--- src/rtl/shift_rx_deser.sv ---
// Serial-to-parallel receiver for the shift_reg serial link.
// Detects a start bit, samples DATA_W data bits mid-bit, checks the stop bit
// and hands the word over on a valid/ready holding register.
// Optional feature: define RX_PARITY_EN to add an even-parity bit between the
// last data bit and the stop bit, plus a parity_err output pulse.
module shift_rx_deser #(
   parameter int unsigned DATA_W       = 8,
   parameter int unsigned CLKS_PER_BIT = 4,
   parameter bit          LSB_FIRST    = 1'b1
) (
   input  logic              clk,
   input  logic              rst,
   input  logic              ser_in,
   output logic [DATA_W-1:0] par_out,
   output logic              out_valid,
   input  logic              out_ready,
   output logic              frame_err,
   output logic              overrun,
`ifdef RX_PARITY_EN
   output logic              parity_err,
`endif
   output logic              busy
);

   localparam int unsigned CNT_W = $clog2(CLKS_PER_BIT);
   localparam int unsigned BIT_W = (DATA_W > 1) ? $clog2(DATA_W) : 1;

   localparam logic [CNT_W-1:0] BAUD_HALF = CNT_W'(CLKS_PER_BIT / 2 - 1);
   localparam logic [CNT_W-1:0] BAUD_LAST = CNT_W'(CLKS_PER_BIT - 1);
   localparam logic [BIT_W-1:0] BIT_LAST  = BIT_W'(DATA_W - 1);

   localparam logic [2:0] ST_IDLE      = 3'd0;
   localparam logic [2:0] ST_START     = 3'd1;
   localparam logic [2:0] ST_DATA      = 3'd2;
   localparam logic [2:0] ST_STOP      = 3'd3;
   localparam logic [2:0] ST_WAIT_IDLE = 3'd4;
`ifdef RX_PARITY_EN
   localparam logic [2:0] ST_PARITY    = 3'd5;
`endif

   logic [2:0]        state, state_nxt;
   logic [CNT_W-1:0]  baud_cnt, baud_nxt;
   logic [BIT_W-1:0]  bit_cnt, bit_nxt;
   logic [DATA_W-1:0] shift, shift_nxt, shift_in;
   // One-cycle flags raised at the stop-bit sample; the output stage acts on
   // them one cycle later.
   logic              done_pend, done_nxt;
   logic              ferr_pend, ferr_nxt;
`ifdef RX_PARITY_EN
   // Running XOR of data bits and the parity bit; 1 at the end means odd.
   logic              parity_acc, parity_nxt;
`endif

   // Shift the current line sample into the word in the configured bit order.
   always_comb begin
      if (LSB_FIRST) begin
         shift_in             = shift >> 1;
         shift_in[DATA_W-1]   = ser_in;
      end else begin
         shift_in             = shift << 1;
         shift_in[0]          = ser_in;
      end
   end

   // Next-state logic for the frame FSM and its baud/bit counters.
   always_comb begin
      state_nxt  = state;
      baud_nxt   = baud_cnt;
      bit_nxt    = bit_cnt;
      shift_nxt  = shift;
      done_nxt   = 1'b0;
      ferr_nxt   = 1'b0;
`ifdef RX_PARITY_EN
      parity_nxt = parity_acc;
`endif
      case (state)
         ST_IDLE: begin
            if (!ser_in) begin
               state_nxt = ST_START;
               baud_nxt  = '0;
            end
         end
         ST_START: begin
            if (baud_cnt == BAUD_HALF) begin
               baud_nxt  = '0;
               bit_nxt   = '0;
`ifdef RX_PARITY_EN
               parity_nxt = 1'b0;
`endif
               // A high line at mid start bit is a glitch: drop it silently.
               state_nxt = ser_in ? ST_IDLE : ST_DATA;
            end else begin
               baud_nxt = baud_cnt + 1'b1;
            end
         end
         ST_DATA: begin
            if (baud_cnt == BAUD_LAST) begin
               baud_nxt  = '0;
               shift_nxt = shift_in;
`ifdef RX_PARITY_EN
               parity_nxt = parity_acc ^ ser_in;
`endif
               if (bit_cnt == BIT_LAST) begin
                  bit_nxt = '0;
`ifdef RX_PARITY_EN
                  state_nxt = ST_PARITY;
`else
                  state_nxt = ST_STOP;
`endif
               end else begin
                  bit_nxt = bit_cnt + 1'b1;
               end
            end else begin
               baud_nxt = baud_cnt + 1'b1;
            end
         end
`ifdef RX_PARITY_EN
         ST_PARITY: begin
            if (baud_cnt == BAUD_LAST) begin
               baud_nxt   = '0;
               parity_nxt = parity_acc ^ ser_in;
               state_nxt  = ST_STOP;
            end else begin
               baud_nxt = baud_cnt + 1'b1;
            end
         end
`endif
         ST_STOP: begin
            if (baud_cnt == BAUD_LAST) begin
               baud_nxt = '0;
               if (ser_in) begin
                  done_nxt  = 1'b1;
                  state_nxt = ST_IDLE;
               end else begin
                  ferr_nxt  = 1'b1;
                  state_nxt = ST_WAIT_IDLE;
               end
            end else begin
               baud_nxt = baud_cnt + 1'b1;
            end
         end
         ST_WAIT_IDLE: begin
            if (ser_in) begin
               state_nxt = ST_IDLE;
            end
         end
         default: begin
            state_nxt = ST_IDLE;
         end
      endcase
   end

   // Frame FSM state, counters and receive shift register.
   always_ff @(posedge clk) begin
      if (rst) begin
         state      <= ST_IDLE;
         baud_cnt   <= '0;
         bit_cnt    <= '0;
         shift      <= '0;
         done_pend  <= 1'b0;
         ferr_pend  <= 1'b0;
`ifdef RX_PARITY_EN
         parity_acc <= 1'b0;
`endif
      end else begin
         state      <= state_nxt;
         baud_cnt   <= baud_nxt;
         bit_cnt    <= bit_nxt;
         shift      <= shift_nxt;
         done_pend  <= done_nxt;
         ferr_pend  <= ferr_nxt;
`ifdef RX_PARITY_EN
         parity_acc <= parity_nxt;
`endif
      end
   end

   // Holding register with valid/ready handshake and the error pulses.
   always_ff @(posedge clk) begin
      if (rst) begin
         par_out    <= '0;
         out_valid  <= 1'b0;
         frame_err  <= 1'b0;
         overrun    <= 1'b0;
`ifdef RX_PARITY_EN
         parity_err <= 1'b0;
`endif
      end else begin
         frame_err  <= ferr_pend;
         overrun    <= 1'b0;
`ifdef RX_PARITY_EN
         parity_err <= 1'b0;
`endif
         if (done_pend) begin
            if (out_valid && !out_ready) begin
               // Unconsumed word wins; the new one is lost.
               overrun <= 1'b1;
            end else begin
               // Also covers a handshake in the same cycle: valid stays high.
               par_out   <= shift;
               out_valid <= 1'b1;
`ifdef RX_PARITY_EN
               parity_err <= parity_acc;
`endif
            end
         end else if (out_ready) begin
            out_valid <= 1'b0;
         end
      end
   end

   assign busy = (state != ST_IDLE);

endmodule

--- config.mk ---
export PLATFORM = sky130hd
export DESIGN_NAME = shift_rx_deser
export DESIGN_NICKNAME = d
export VERILOG_FILES = /design/src/rtl/shift_rx_deser.sv
export SDC_FILE = /design/constraint.sdc
export NUM_CORES = 1
export LEC_CHECK = 0
export ABC_AREA = 1
export CAP_MARGIN = 10
export CORE_MARGIN = 1.5
export CORE_UTILIZATION = 35
export DETAILED_ROUTE_END_ITERATION = 10
export GPL_ROUTABILITY_DRIVEN = 0
export PLACE_DENSITY = 0.61
export SLEW_MARGIN = 25
export SYNTH_ARGS = -nofsm -noshare
export SYNTH_HDL_FRONTEND = slang
export SYNTH_SLANG_ARGS = --single-unit
--- constraint.sdc ---
create_clock -name clk -period 1.2 [get_ports clk]
set_input_delay 0.24 -clock clk [delete_from_list [all_inputs] [get_ports clk]]
set_output_delay 0.24 -clock clk [all_outputs]
set_load 0.02 [all_outputs]
==> results.cfg <==
[yosys]
synth_cell_types = 22
syn_area_mm2 = 0.00123
syn_area_per_cell_um2 = 7.73
synthFlopType = dfxtp_1
syn-num-nets = 168
yosysWarnings = 0
ys_ff_latch = 29
yosysSeqAreaShare_pct = 47.3
syn-instance-count = 159
synth_edf_count = 0
synthArstFlopShare_pct = 0

[clock_tree]
cts_buffer_depth = 2
cts_inserted_buffers = 5
root_buffer = clkbuf_4
cts_tree = done
insertion_delay_ns = 0.32
clk_pin_slew_ns = 0.09
cts.sinks = 29
h-tree-depth = 2
postCtsHoldBufs = 0

[sta]
slew_headroom_pct = 83.9
period_share_pct = 107
skew_ns = 0.0108
setup_violations = 6
period_needed_ns = 1.29
hold_violations = 0
layout_setup_ws_ns = -0.0888
max_freq_mhz = 776
drv_slew = 0
rsz0062_at_grt = yes
worstMarginPinSlew_ns = 0.240

[floorplan]
dieArea_mm2 = 0.00388
start_util_pct = 36.5
ioPinCount = 16
chipWidth_um = 62.3
rows = 21
die_h_um = 62.3
core_mm2 = 0.00336

[route]
wirelength_um = 2500
routedWlPerCell_um = 10.5
dr_total_vias = 1107
drtIter0Drc = 36
avgViaCountPerCell = 4.65
drc = 0
drtPass1Iterations = 4
drtAntennaViolNets = 0

[critical_path]
cpMaxStageDelayCell = dfxtp_4
startpoint = baud_cnt[1]
worstPathCellList = inv_2, ha_4, inv_2, nand4_1, o211ai_4, nand2_1, nand2_1, nor2_1
crit_fanout = 4
worst-path-buf-inv = 2
required_ns = 1.41
cp-end-kind = register
cpLargestDelayFamily = flip-flops
crit_path_start_kind = register
critPathMaxStageDelay_ns = 0.38
worstPathArrival_ns = 1.50
reg2reg_from = baud_cnt[1]
worstSetupPathType = register to register

[cells_and_area]
layout_common_cells = 23 x nor2_1, 22 x dfxtp_1, 20 x nand2_1
nets = 200
syn_to_final_growth_pct = 37.1
final_common_cell = nor2_1
fin_util_pct = 50.1
fillCellCount = 349
antenna_cells = 0
layout-drive-gt1-share_pct = 31.8

[global_routing]
grt_overflow_total = 0
grt_pass1_vias = 1031
grt_start_max_net_pins = 19
grt_util_all_layers_pct = 14.5
grt_pass1_wl_um = 4400
antenna_found_initial = 0

[power_and_ir_drop]
p_sw_uw = 1200
p_clk_share_pct = 25.1
seqPwrFrac_pct = 34.4
p_int_uw = 2110
p_comb_share_pct = 40.5
p_leak_uw = 0.000707
fin_total_pwr_uw = 3310
cellPowerDensity_mw_per_mm2 = 1970
ir_drop_v = 0.00117
p_sw_share_pct = 36.3

[placed_design]
hpwlAfterDp_um = 1690
portBuffers = 15

[hold_path]
hp-start = ferr_pend
holdCritPathClass = register to register

[outcome]
violations = setup timing
outcome = complete, but fails checks

[flow_run]
drv_cap = 0
==> power groups by stage <==
stage	clock network, uW	logic, uW	registers, uW
after floorplan	0	742	1150
after global placement	0	1130	1130
after detailed placement	0	1160	1130
after CTS	852	1230	1140
after global routing	894	1480	1150
final	833	1340	1140
==> cell type report <==
class | count | area, um2 | area share, %
multi-input combinational | 101 | 611 | 36.3
timing repair buffer | 30 | 243 | 14.4
sequential | 29 | 594 | 35.3
clock inverter | 1 | 30.0 | 1.78
clock buffer | 7 | 55.1 | 3.27
tap | 46 | 57.6 | 3.42
inverter | 24 | 93.8 | 5.57
==> final timing paths <==
path,end,slack (ns),depth (start not counted)
worst max-delay path,bit_cnt[0],-0.09,8
worst max register to register,bit_cnt[0],-0.09,8
worst min register to register,frame_err,0.41,2
worst min-delay path,frame_err,0.41,2
==> worst register-to-register path, stage by stage, from the launching register on <==
cell,delay [ns]
dfxtp_4,0.38
inv_2,0.05
ha_4,0.16
inv_2,0.04
nand4_1,0.19
o211ai_4,0.19
nand2_1,0.08
nand2_1,0.06
nor2_1,0.04
==> logic make-up (layout without fill, tap and decap cells) <==
family	after synthesis	count (layout)	synth area share [%]
AOI/OAI and AO/OA	39	39	16.6
adders and majority gates	5	5	5.09
buffers and inverters	29	62	9.98
DFF	29	29	47.3
and+or+nand+nor	57	57	21.1
==> repair_timing <==
| action | 4_1_cts | 5_1_grt |
|---|---|---|
| endpoints found under the setup margin | 23 | 22 |
| gates cloned | 0 | 0 |
| setup buffers | 2 | 0 |
| gates resized for setup | 54 | 21 |
| pin swaps | 10 | 7 |
==> cell usage after synthesis (2+ instances only) <==
cell	instances	area share, %
dfxtp_1	29	47
a21oi_1	19	7.7
nand3_2	4	3.3
nand2_1	23	7.0
nor2_1	23	7.0
o21ai_0	16	6.5
inv_1	23	7.0
ha_1	5	5.1
o21ai_1	2	0.81
buf_2	2	0.81
nor3_1	2	0.81
==> metal layers <==
| metal | track usage, % | vias to the layer above | part of all wire [%] |
|---|---|---|---|
| li1 | - | 579 | - |
| met1 | 17.2 | 498 | 47 |
| met2 | 23.5 | 25 | 47 |
| met3 | 4.71 | 5 | 4.4 |
| met4 | 7.50 | 0 | 2.1 |
| met5 | 0 | - | 0 |
==> per-stage QoR <==
| stage | std cells | cell area (um2) | setup slack (ns) | hold WS, ns | setup TNS [ns] |
|---|---|---|---|---|---|
| CTS | 238 | 1680 | -0.0845 | 0.411 | -0.263 |
| global route | 238 | 1680 | -0.163 | 0.421 | -0.895 |
| global placement | 228 | 1510 | -0.195 | 0.392 | -3.11 |
| detailed placement | 228 | 1510 | -0.215 | 0.398 | -3.26 |
| floorplan | 159 | 1230 | 0.0169 | 0.384 | 0 |
| finish | 238 | 1680 | -0.0888 | 0.411 | -0.467 |
(Power assumes the default switching activity.)
==> edit 1: new RTL, same flow settings <==
`LSB_FIRST`: 1'b1 -> 1'b0.
--- a/src/rtl/shift_rx_deser.sv
+++ b/src/rtl/shift_rx_deser.sv
@@ -7,5 +7,5 @@
    parameter int unsigned DATA_W       = 8,
    parameter int unsigned CLKS_PER_BIT = 4,
-   parameter bit          LSB_FIRST    = 1'b1
+   parameter bit          LSB_FIRST    = 1'b0
 ) (
    input  logic              clk,
Check against the original RTL: same outputs for any inputs over 10 cycles, from zero or initial values and one cycle with rst high; that may be too few to reach the edited logic, so the function may still have changed.
==> edit 1 against the original RTL <==
The flow still finishes with violations (setup timing). Setup slack gained 31 ps. Area after synthesis up 8.0%. Non-clock buffer count is 13 higher. First-iteration DRC count rose by 67%. Sequential cell count unchanged. Wire length up 22%. Maximum frequency rose by 2.4%. Core utilization rose by 5.5 points. Power grew 1.3%. Final area rose by 21%. Clock skew fell by 7.6 ps. Largest power group unchanged.
==> edit 1: results (changes against the original RTL) <==
first_iter_violations: 60  # +67%
detail_route.first_pass.iterations: 4  # unchanged
ys_ff_latch: 29  # unchanged
cp_max_fo: 5  # +1
route.detailed.drc: 0  # unchanged
synthesis.nets: 177  # +5.4%
grt_pass1_wl_mm: 4.90  # +11%
async_flop_share_pct: 0  # unchanged
critical_path.top_delay_family: "simple AND/OR/NAND/NOR gates"
diodes: 0  # unchanged
hold_class: "reg -> reg"
p_sw_share_pct: 34.7  # -1.6 points
placed_area_um2: 1730  # +15%
via_count: 1243  # +12%
cts_max_level: 2  # unchanged
drive_gt1_share_pct: 41.7  # +9.9 points
ir_drop_uv: 1190  # +1.7%
ys.warnings.count: 0  # unchanged
p_leak_nw: 0.824  # +16%
setup_viol: 8  # +2
seq_area_frac_synth_pct: 43.7  # -3.5 points
synthXorXnorAreaFrac_pct: 0  # unchanged
clock_skew_ps: 3.18  # -7.58 ps
fillers: 316  # -9.5%
clkTransAtPathRegs_ps: 60  # -30 ps
ys.flop_type: "dfxtp_1"
slowest_stage: "dfxtp_2"
antenna_found_initial: 0  # unchanged
relSlewSlack_pct: 82.7  # -1.3 points
cts_root_buffer: "clkbuf_8"
wl_mm: 3.06  # +22%
clockBufferDepth: 2  # unchanged
dp_hpwl_mm: 2.04  # +21%
failed_checks: "setup timing"
grt_start_max_net_pins: 20  # +1
synth_adder_area_share_pct: 5.66  # +0.56 points
muxShareOfSynthArea_pct: 0  # unchanged
worstSkewPairLatency_ps: 280  # -40 ps
outcome: "complete, but fails checks"
grtUsageTotal_pct: 15.4  # +0.90 points
port_buffers: 15  # unchanged
nNetsFinal: 225  # +13%
setup_ws_ps: -58.2  # +30.7 ps
ys_types: 21  # -4.5%
synth_compound_area_share_pct: 15.8  # -0.76 points
yosys-top-cells-area: "dfxtp_1 44%, inv_1 6.5%, nor2_1 6.5%, a21oi_1 6.4%, ha_1 5.7%"
cts_buffers: 5  # unchanged
cp.arrival_ps: 1460  # -40 ps
synthTopCellsByCount: "29 x dfxtp_1, 23 x inv_1, 23 x nor2_1, 17 x a21oi_1, 16 x nand2_1"
cp_slowest_stage_delay_ps: 360  # -20 ps
## edit 1: cell types whose count changed after synthesis, sizes merged, moves of 2 or more
cell and change:
a21oi +2, nand3 +7, inv +3, buf -2
nand2 -3, nor2 +3, nor4 +2
## edit 1: worst paths after layout
path / from / to / cells after the start
worst min-delay path: ferr_pend / frame_err / 2
worst max register to register: bit_cnt[1] / state[2] / 8
worst min register to register: ferr_pend / frame_err / 2
worst max-delay path: bit_cnt[1] / state[2] / 8
## edit 1: cell families (layout without fill, tap and decap cells)
| family | count (synthesis) | in the layout |
|---|---|---|
| simple gates | 62 | 63 |
| compound gates | 39 | 39 |
| fa+ha+maj | 6 | 6 |
| buf+inv | 31 | 79 |
| flops | 29 | 29 |
## edit 1: worst reg2reg max path, delay by kind of cell (launching register included)
family,cells,cell delay (ps)
AND/OR/NAND/NOR,4,380
AO/OA/AOI/OAI,1,130
flip-flops,1,360
adder cells (fa/ha/maj),2,260
buffers and inverters,1,40
## edit 1: through the flow
step	hold slack [ps]	std cells	setup slack (ps)	utilization, %	setup TNS [ps]
final	400	264	-58.2	55.6	-246
after CTS	401	257	-61.1	51.1	-231
after floorplan	319	167	0.526	-	0
after global placement	394	249	-273	47.1	-4180
after detailed placement	393	249	-316	47.1	-4680
after global routing	448	264	-153	55.6	-1150
## edit 1: layout make-up
| type | count | area, µm² | share of cell area (%) |
|---|---|---|---|
| multi-input combinational | 108 | 747 | 36.7 |
| clock inverter | 1 | 5.00 | 0.246 |
| sequential | 29 | 597 | 29.3 |
| timing repair buffer | 43 | 405 | 19.9 |
| timing repair inverter | 1 | 7.51 | 0.369 |
| inverter | 27 | 116 | 5.72 |
| clock buffer | 7 | 96.3 | 4.74 |
| tap | 48 | 60.1 | 2.95 |
## edit 1: repair_timing
action	in CTS	in global routing
pin swaps	6	10
endpoints found under the setup margin	21	33
cloned	0	2
setup buffers	0	5
gates resized for setup	33	47
## edit 1: metal layers
metal | up-vias | track usage, % | routed length, µm
li1 | 636 | - | -
met1 | 574 | 16.8 | 1240
met2 | 23 | 26.8 | 1620
met3 | 10 | 5.90 | 120
met4 | 0 | 6.38 | 73
met5 | - | 0 | 0
## edit 1: power by group through the flow
stage                     sequential [mW]  combinational [mW]  clock, mW
after floorplan                      1.19               0.684          0
after global placement               1.16                1.06          0
after detailed placement             1.17                1.10          0
after CTS                            1.16                1.18      0.901
after global routing                 1.18                1.47      0.962
final                                1.17                1.31      0.872
==> edit 2: new RTL, config.mk and constraints unchanged <==
Without the edit above. Reset style: asynchronous (`rst`), changed in 2 clocked blocks.
--- a/src/rtl/shift_rx_deser.sv
+++ b/src/rtl/shift_rx_deser.sv
@@ -152,5 +152,5 @@
 
    // Frame FSM state, counters and receive shift register.
-   always_ff @(posedge clk) begin
+   always_ff @(posedge clk or posedge rst) begin
       if (rst) begin
          state      <= ST_IDLE;
@@ -177,5 +177,5 @@
 
    // Holding register with valid/ready handshake and the error pulses.
-   always_ff @(posedge clk) begin
+   always_ff @(posedge clk or posedge rst) begin
       if (rst) begin
          par_out    <= '0;
Check against the original RTL: differs if rst is asserted again (counterexample within 4 cycles, from zero or initial values and one cycle with rst high); with rst held inactive, the same outputs for 10 cycles.
==> edit 2 against the original RTL <==
Power up 11%. Final area grew 14%. Area after synthesis rose by 12%. Sequential cell count unchanged. Wire length grew 9.9%. The run still ends with setup timing left. Setup slack lost 0.80 ps. Non-clock buffer count up 10. Critical path depth up 1. Global-route usage shrank 0.43 points. Core utilization rose by 1.4 points.
==> edit 2: results (changes against the original RTL) <==
clkTransAtPathRegs_ps: 60  # -30 ps
critical_path.top_delay_family: "simple AND/OR/NAND/NOR gates"
wl_met1_mm: 1.21  # +3.9%
grt_pass1_wl_mm: 4.52  # +2.8%
synthesis.nets: 157  # -6.5%
tightest_slew_ps: 247  # +7.06 ps
hold_class: "in -> async"
ys_types: 21  # -4.5%
avgRoutedWirePerCell_um: 11.4  # +9.0%
first_iter_violations: 50  # +39%
ys.flop_type: "dfrtp_1"
dpl_worst_slack_ps: -230  # -14.6 ps
p_int_mw: 2.29  # +8.4%
clock_skew_ps: 2.68  # -8.08 ps
placed_area_um2: 1730  # +15%
grt_start_max_net_pins: 30  # +11
setup_viol: 11  # +5
cp_slowest_stage_delay_ps: 360  # -20 ps
syn-mean-instance-area_um2: 9.33  # +21%
wl_met3_um: 119  # +8.2%
setup_ws_ps: -89.6  # -0.798 ps
via_count: 1101  # -0.54%
slowest_stage: "dfrtp_1"
rr_worst_depth: 9  # +1
avgViaCountPerCell: 4.59  # -1.4%
failed_checks: "setup timing"
reg2reg_from: "bit_cnt[1]"
grtUsageTotal_pct: 14.1  # -0.43 points
cts_root_buffer: "clkbuf_8"
outcome: "complete, but fails checks"
synth_adder_area_share_pct: 5.47  # +0.38 points
r2r_end: "state[1]"
layout.area.seq_um2: 726  # +22%
p_leak_nw: 0.946  # +34%
cp.arrival_ps: 1440  # -60 ps
async_flop_share_pct: 100  # +100 points
drive_gt1_share_pct: 41.1  # +9.4 points
## edit 2: cell type report
class / instances / share of cell area [%]
inverters: 22 / 4.58
well taps: 48 / 3.14
multi-input cells: 94 / 33.0
clock buffers: 7 / 4.51
flip-flops and latches: 29 / 37.9
repair buffers: 40 / 16.8
## edit 2: metal layers
metal,track usage (%),up-vias
met3,5.14,5
met5,0,-
li1,-,554
met2,25.0,18
met4,5.47,0
met1,15.2,524
## edit 2: repair_timing
action                                  in CTS  in global routing
setup buffers                                3                  4
hold buffers                                 0                  0
endpoints found under the setup margin      26                 30
resized for setup                           39                 22
pin swaps                                    9                  9
endpoints found under the hold margin        0                  0
## edit 2: power by group through the flow
| stage | clock (mW) | sequential [mW] | combinational, mW |
|---|---|---|---|
| floorplan | 0 | 1.28 | 0.824 |
| global placement | 0 | 1.23 | 1.30 |
| detailed placement | 0 | 1.23 | 1.35 |
| CTS | 0.812 | 1.22 | 1.55 |
| global route | 0.863 | 1.24 | 1.83 |
| finish | 0.782 | 1.22 | 1.67 |
